### src/rtl/imm_ext_pkg.sv
// Shared constants for the immediate-extension arbiter: extension modes,
// output-slot states and requester identifiers.
package imm_ext_pkg;

    typedef logic [1:0] mode_t;

    localparam mode_t MODE_SEXT = 2'b00;
    localparam mode_t MODE_ZEXT = 2'b01;
    localparam mode_t MODE_LUI  = 2'b10;
    localparam mode_t MODE_BRSH = 2'b11;

    localparam logic ST_EMPTY = 1'b0;
    localparam logic ST_FULL  = 1'b1;

    localparam logic SRC_A = 1'b0;
    localparam logic SRC_B = 1'b1;

endpackage

### src/rtl/imm_ext_core.sv
// Combinational immediate extender: 16-bit immediate plus mode -> 32-bit operand.
module imm_ext_core
    import imm_ext_pkg::*;
(
    input  logic [15:0] imm,
    input  logic [1:0]  mode,
    output logic [31:0] data
);

    logic [31:0] sext;

    assign sext = {{16{imm[15]}}, imm};

    // Select the extension form; branch offsets are word-scaled sign extensions.
    always_comb begin
        // NOTE: assigning a default before the case keeps every path driven, so no latch is inferred.
        data = sext;
        case (mode)
            MODE_SEXT: data = sext;
            MODE_ZEXT: data = {16'h0000, imm};
            MODE_LUI:  data = {imm, 16'h0000};
            MODE_BRSH: data = {sext[29:0], 2'b00};
            default:   data = sext;
        endcase
    end

endmodule

### src/rtl/imm_ext_arbiter.sv
// Two-port round-robin arbiter in front of one shared immediate extender,
// with a single registered result slot and valid/ready handshakes on all sides.
module imm_ext_arbiter
    import imm_ext_pkg::*;
#(
    parameter int TAG_W = 3
) (
    input  logic             clk,
    input  logic             rst_n,

    input  logic             a_valid,
    output logic             a_ready,
    input  logic [15:0]      a_imm,
    input  logic [1:0]       a_mode,
    input  logic [TAG_W-1:0] a_tag,

    input  logic             b_valid,
    output logic             b_ready,
    input  logic [15:0]      b_imm,
    input  logic [1:0]       b_mode,
    input  logic [TAG_W-1:0] b_tag,

    output logic             out_valid,
    input  logic             out_ready,
    output logic [31:0]      out_data,
    output logic             out_src,
    output logic [TAG_W-1:0] out_tag
);

    logic             state;
    logic             last_grant;
    logic             can_accept;
    logic             grant_src;
    logic             grant_fire;
    logic [15:0]      sel_imm;
    logic [1:0]       sel_mode;
    logic [TAG_W-1:0] sel_tag;
    logic [31:0]      ext_data;

    // The slot can take a new result when empty or when it is being drained this cycle;
    // rst_n gates it so nothing is accepted while reset is held.
    assign can_accept = rst_n & ((state == ST_EMPTY) | out_ready);

    // Round-robin choice; depends only on valids and last_grant, never on data inputs.
    always_comb begin
        grant_src = SRC_A;
        if (a_valid && b_valid) begin
            grant_src = (last_grant == SRC_B) ? SRC_A : SRC_B;
        end else if (b_valid) begin
            grant_src = SRC_B;
        end
    end

    assign a_ready    = can_accept & a_valid & (grant_src == SRC_A);
    assign b_ready    = can_accept & b_valid & (grant_src == SRC_B);
    assign grant_fire = a_ready | b_ready;

    // Steer the granted request into the single shared extender.
    always_comb begin
        sel_imm  = a_imm;
        sel_mode = a_mode;
        sel_tag  = a_tag;
        if (grant_src == SRC_B) begin
            sel_imm  = b_imm;
            sel_mode = b_mode;
            sel_tag  = b_tag;
        end
    end

    imm_ext_core u_core (
        .imm  (sel_imm),
        .mode (sel_mode),
        .data (ext_data)
    );

    // Slot occupancy: fill on any grant, empty on a drain with no refill.
    always_ff @(posedge clk or negedge rst_n) begin
        // NOTE: sequential state uses non-blocking assignments so all registers update together at the edge.
        if (!rst_n) begin
            state <= ST_EMPTY;
        end else if (grant_fire) begin
            state <= ST_FULL;
        end else if (state == ST_FULL && out_ready) begin
            state <= ST_EMPTY;
        end
    end

    // Remember the winner of the last real grant; B after reset so A wins first contention.
    always_ff @(posedge clk or negedge rst_n) begin
        if (!rst_n) begin
            last_grant <= SRC_B;
        end else if (grant_fire) begin
            last_grant <= grant_src;
        end
    end

    // Result slot registers, loaded only on a transfer so backpressure holds them bit-stable.
    always_ff @(posedge clk or negedge rst_n) begin
        // NOTE: the payload is reset too because consumers may observe out_data/out_tag while out_valid is low.
        if (!rst_n) begin
            out_data <= 32'h0000_0000;
            out_src  <= SRC_A;
            out_tag  <= '0;
        end else if (grant_fire) begin
            out_data <= ext_data;
            out_src  <= grant_src;
            out_tag  <= sel_tag;
        end
    end

    assign out_valid = (state == ST_FULL);

endmodule

### config.mk
export PLATFORM = sky130hd
export DESIGN_NAME = imm_ext_arbiter
export DESIGN_NICKNAME = d
export VERILOG_FILES = /design/src/rtl/imm_ext_pkg.sv /design/src/rtl/imm_ext_core.sv /design/src/rtl/imm_ext_arbiter.sv
export SDC_FILE = /design/constraint.sdc
export NUM_CORES = 1
export LEC_CHECK = 0
export CAP_MARGIN = 20
export CORE_ASPECT_RATIO = 1.25
export CORE_MARGIN = 2
export CORE_UTILIZATION = 45
export CTS_CLUSTER_SIZE = 20
export DETAILED_ROUTE_END_ITERATION = 8
export PLACE_DENSITY = 0.9
export SYNTH_ARGS = -nofsm -noshare
export SYNTH_HDL_FRONTEND = slang
export SYNTH_SLANG_ARGS = --single-unit
### constraint.sdc
create_clock -name clk -period 4.4 [get_ports clk]
set_clock_uncertainty 0.1 [all_clocks]
set_input_delay 0.88 -clock clk [delete_from_list [all_inputs] [get_ports clk]]
set_output_delay 0.88 -clock clk [all_outputs]
set_load 0.01 [all_outputs]
# ---- Word level (Yosys, flattened, before mapping)
# Cells that the tools add are included.
dict set report totals {
  elab_cells 30
  reg_bits 38
  out_inout_bits 39
  inputBits 47
}
dict set report classes {
  bitwise 9
  n_mux 9
  n_reduce_logical 4
  eq_ne 3
}
# op count
set ops {}
lappend ops {{32-bit one-hot mux with 4 select lines} 1}
lappend ops {{16-bit two-way mux} 1}
lappend ops {{1-bit AND} 5}
lappend ops {{1-bit two-way mux} 5}
lappend ops {{2-bit == test (second input constant)} 2}
lappend ops {{3-bit two-way mux} 1}
lappend ops {{2-bit by 1-bit == test with 1-bit output (second input constant)} 1}
lappend ops {{1-bit logical AND} 2}
lappend ops {{2-bit logical NOT} 1}
lappend ops {{2-bit two-way mux} 1}
lappend ops {{1-bit NOT} 2}
lappend ops {{1-bit bitwise OR} 2}
lappend ops {{2-bit nonzero test} 1}

# ---- Longest topological paths before layout
dict set report depth {
  word_depth 7
  ltp_mapped 6
  ltp_nobuf 4
}

# ---- By module
# Synthesis repeated with hierarchy kept, for this count alone.
dict set report hier_totals {
  cells_unflattened 174
  area_unflattened_um2 2371.0
}
# mod area_each_um2 cells_per_inst n_inst
set by_module_without_submodules {}
lappend by_module_without_submodules {imm_ext_arbiter 1859.3 114 1}
lappend by_module_without_submodules {imm_ext_core 511.7 60 1}

# ---- Worst setup path after synthesis
# No wires, ideal clock.
dict set report synth_timing {
  path_type {input port to output port}
  from {input b_valid}
  to {output a_ready}
  cell_stages 4
  arrival_time_ns 1.623
  setup_slack_ns 1.797
  t_required_ns 3.420
  path_cell_list {a21boi_2 > buf_6 > buf_2 > nor2_1}
}
dict set report synth_via {
  elab_chain_cells 4
  elab_cells_between_ends 5
  cone_classes {mux: 2; bitwise: 2; reduce/logical: 1}
}
# item line
set synth_rtl {}
lappend synth_rtl {{start: declaration} imm_ext_arbiter.sv:17} ;# input logic b_valid,
lappend synth_rtl {{1-bit two-way mux / 1-bit logical AND (equally long branches)} {imm_ext_arbiter.sv:49, imm_ext_arbiter.sv:47}}
lappend synth_rtl {{1-bit two-way mux *} imm_ext_arbiter.sv:47} ;# if (a_valid && b_valid) begin
lappend synth_rtl {{1-bit NOT *} imm_ext_arbiter.sv:54} ;# assign a_ready = can_accept & a_valid & (grant_src == SRC_A);
lappend synth_rtl {{1-bit AND *} imm_ext_arbiter.sv:54}
lappend synth_rtl {{end: declaration} imm_ext_arbiter.sv:12} ;# output logic a_ready,
# Every way passes the cells marked *; elsewhere a longest branch is shown, timed or not.

# ---- Worst setup path after layout
dict set report layout_timing {
  from {input b_valid}
  to {output b_ready}
}
dict set report layout_via {
  elab_chain_cells 3
  elab_cells_between_ends 5
  cone_classes {mux: 2; bitwise: 2; reduce/logical: 1}
}
# item line
set layout_rtl {}
lappend layout_rtl {{1-bit two-way mux / 1-bit logical AND (equally long branches)} {imm_ext_arbiter.sv:49, imm_ext_arbiter.sv:47}}
lappend layout_rtl {{1-bit two-way mux} imm_ext_arbiter.sv:47}
lappend layout_rtl {{1-bit AND *} imm_ext_arbiter.sv:55} ;# assign b_ready = can_accept & b_valid & (grant_src == SRC_B);
lappend layout_rtl {{end: declaration} imm_ext_arbiter.sv:18} ;# output logic b_ready,
# Marks and branches as above.

==> summary.md <==
| Metric | Value |
|---|---|
| Vias per cell | 5.77 |
| Root Buffer | clkbuf_8 |
| Remaining global-route overflow | 0 |
| Crit Path Category | input port to output port |
| Synth warn | 0 |
| Hold_buf cts | 0 |
| Share of post-route cells with drive strength above 1 | between 6 and 7% |
| Non-Filler Instances | 350 |
| Placed insts | about 340 |
| First DRT Iteration DRCs | 107 |
| VDD IR max | 0.000227 V |
| Cell area after synthesis | 0.00217 mm² |
| Syn nets | 259 |
| Initial Utilization | 46.2% |
| Headroom to the max-slew limit | about half |
| Hold Crit Class | flip-flop to flip-flop |
| Hold Vio Cnt, Final | 0 |
| Worst path arrival time | 2380 ps |
| Max Slew Vio Count | 0 |
| Ys flop type | dfrtp_1 |
| Clk_lat worst skew | 290 ps |
| Die Area | 0.00539 mm² |
| Final setup viols | 0 |
| DRT Pass-1 Iters | 4 |
| CTS tree | yes |
| Initial antenna violation count | 0 |
| Final #Nets | 336 |
| Status | completed |
| RSZ-0062 raised after global routing | no |
| FMAX | between 200 and 300 MHz |
| Mapped Cells | between 200 and 250 |
| Gpl congestion | 0.822 |
| Seq/Total Area, Yosys | 43.9% |
| Post-DP HPWL | 4.33 mm |
| Residual DRC | 0 |
| Via Count | approximately 2000 |
| Syn_area_per_cell | 10.2 µm² |
| Post-synth EDFFs | 0 |
| Die Ht | 81.6 µm |
| WL/cell | 17.4 µm |
| Filler cell count | 403 |
| Clk pin slew, worst setup/hold paths | approximately 80 ps |
| Synth async-reset ratio | 100% |
| Largest net degree at the start of global routing | 40 |
| H-tree depth | 2 |
| Power Dens Cells | around 370 mW/mm² |
| Critical path required time | 3420 ps |
| Yosys cell types | 36 |
| Post-route clock period utilization | 76.3% |
| Most common cell after layout, fill and taps aside | clkdlybuf4s50_1 |
| Sink Count | 38 |
| Routed WL | 6.10 mm |
| Period minus WS final | approximately 3400 ps |
| Number of synthesized register bits | 38 |
| Clk buf depth | 2 |
| ANT nets after route | 0 |
| # diodes | 0 |
| Critical path fanouts, max | 5 |
| Setup tns final | 0 ps |
| Port bufs | 85 |
| Critical Path Sink Type | output port |
| Row cnt | 28 |
| Total CTS buffers | 5 |
| Post-CTS setup buffers | 0 |
| Die Wd | 66.1 µm |
| Vias in the first global route | between 1500 and 2000 |
| First-pass GRT wire length | 9.58 mm |
| Core Area | 0.00469 mm² |
| GRT Util Overall | 23.4% |
| I/O pin cnt | 86 |
| Least-Margin Pin Slew | 714 ps |
| Max cap viols | 0 |
| Layout area overhead | 43.6% |
| Cts repair resizes | 0 |
| Most frequent cells in the layout | clkdlybuf4s50_1 (84), dfrtp_1 (37), nand3b_1 (27) |
| Critical Path Start Type | input port |
| Leak | around 0.0012 µW |
## metrics by stage
stage	instance area, µm²	hold slack (ps)	setup WS (ps)	power, µW	util (%)
3_3_place_gp	3020	364	1100	897	64.4
2_1_floorplan	2170	377	1800	670	-
6_report	3110	379	1040	1150	66.3
5_1_grt	3110	389	972	1210	66.3
4_1_cts	3110	384	1050	1160	66.3
3_5_place_dp	3020	366	1060	905	64.4
## cells by family after synthesis
kind of cell           synth area share [%]
buffers and inverters                  4.62
and+or+nand+nor                        20.1
muxes                                  9.24
DFF                                    43.9
AOI/OAI and AO/OA                      22.1
## report_power, final
part | switching (µW) | internal, µW | total [µW]
clock network | 124 | 126 | 250
logic | 188 | 243 | 431
registers | 44.2 | 423 | 467
total | 356 | 793 | 1150
## routing by layer
| layer | up-vias | routed length, µm | GRT usage, % |
|---|---|---|---|
| met5 | - | 0 | 0 |
| met2 | 74 | 3170 | 42.0 |
| li1 | 946 | - | - |
| met4 | 0 | 39 | 6.94 |
| met1 | 993 | 2490 | 29.1 |
| met3 | 5 | 395 | 3.42 |
## Yosys cell counts (all sizes together) (2+ instances only)
cell type	number	area (µm²)
a21oi	2	10.0
a31oi	4	25.0
buf	9	62.6
clkbuf	9	33.8
dfrtp	37	926
mux2	2	26.3
mux2i	17	174
nand2	16	60.1
nand2b	4	25.0
nand3	5	25.0
nand3b	27	203
nor2	20	75.1
nor2b	2	12.5
o2111ai	13	114
o21a	13	97.6
o22a	15	131
o311ai	2	35.0
o31ai	2	15.0
## sequential cells by signal, indices dropped and copies added, names as in the netlist
signal / flops
out_data: 32
out_src: 1
out_valid: 1
last_grant: 1
out_tag: 3
## layout make-up
cell class | instances | area [µm²] | area share [%]
multi-input combinational | 155 | 1120 | 36.1
sequential | 38 | 952 | 30.6
timing repair buffer | 88 | 868 | 27.9
clock buffer | 7 | 86.3 | 2.77
tap | 60 | 75.1 | 2.41
clock inverter | 1 | 5.00 | 0.161
inverter | 1 | 3.75 | 0.121
## worst max-delay path, cell delays in order
cell	delay [ps]
clkdlybuf4s50_1	540
a21boi_4	220
and3_1	200
clkdlybuf4s50_1	540
## final timing paths
check	startpoint	to	slack, ps	cells past startpoint
max	b_valid	b_ready	1040	4
min	out_data[0]	out_data[0]	380	2
max reg2reg	last_grant	out_data[28]	2120	4
min reg2reg	out_data[0]	out_data[0]	380	2
max in group asynchronous	rst_n	last_grant	3040	2
min in group asynchronous	rst_n	out_src	430	1
No activity file was read; power rests on OpenSTA's default activity.
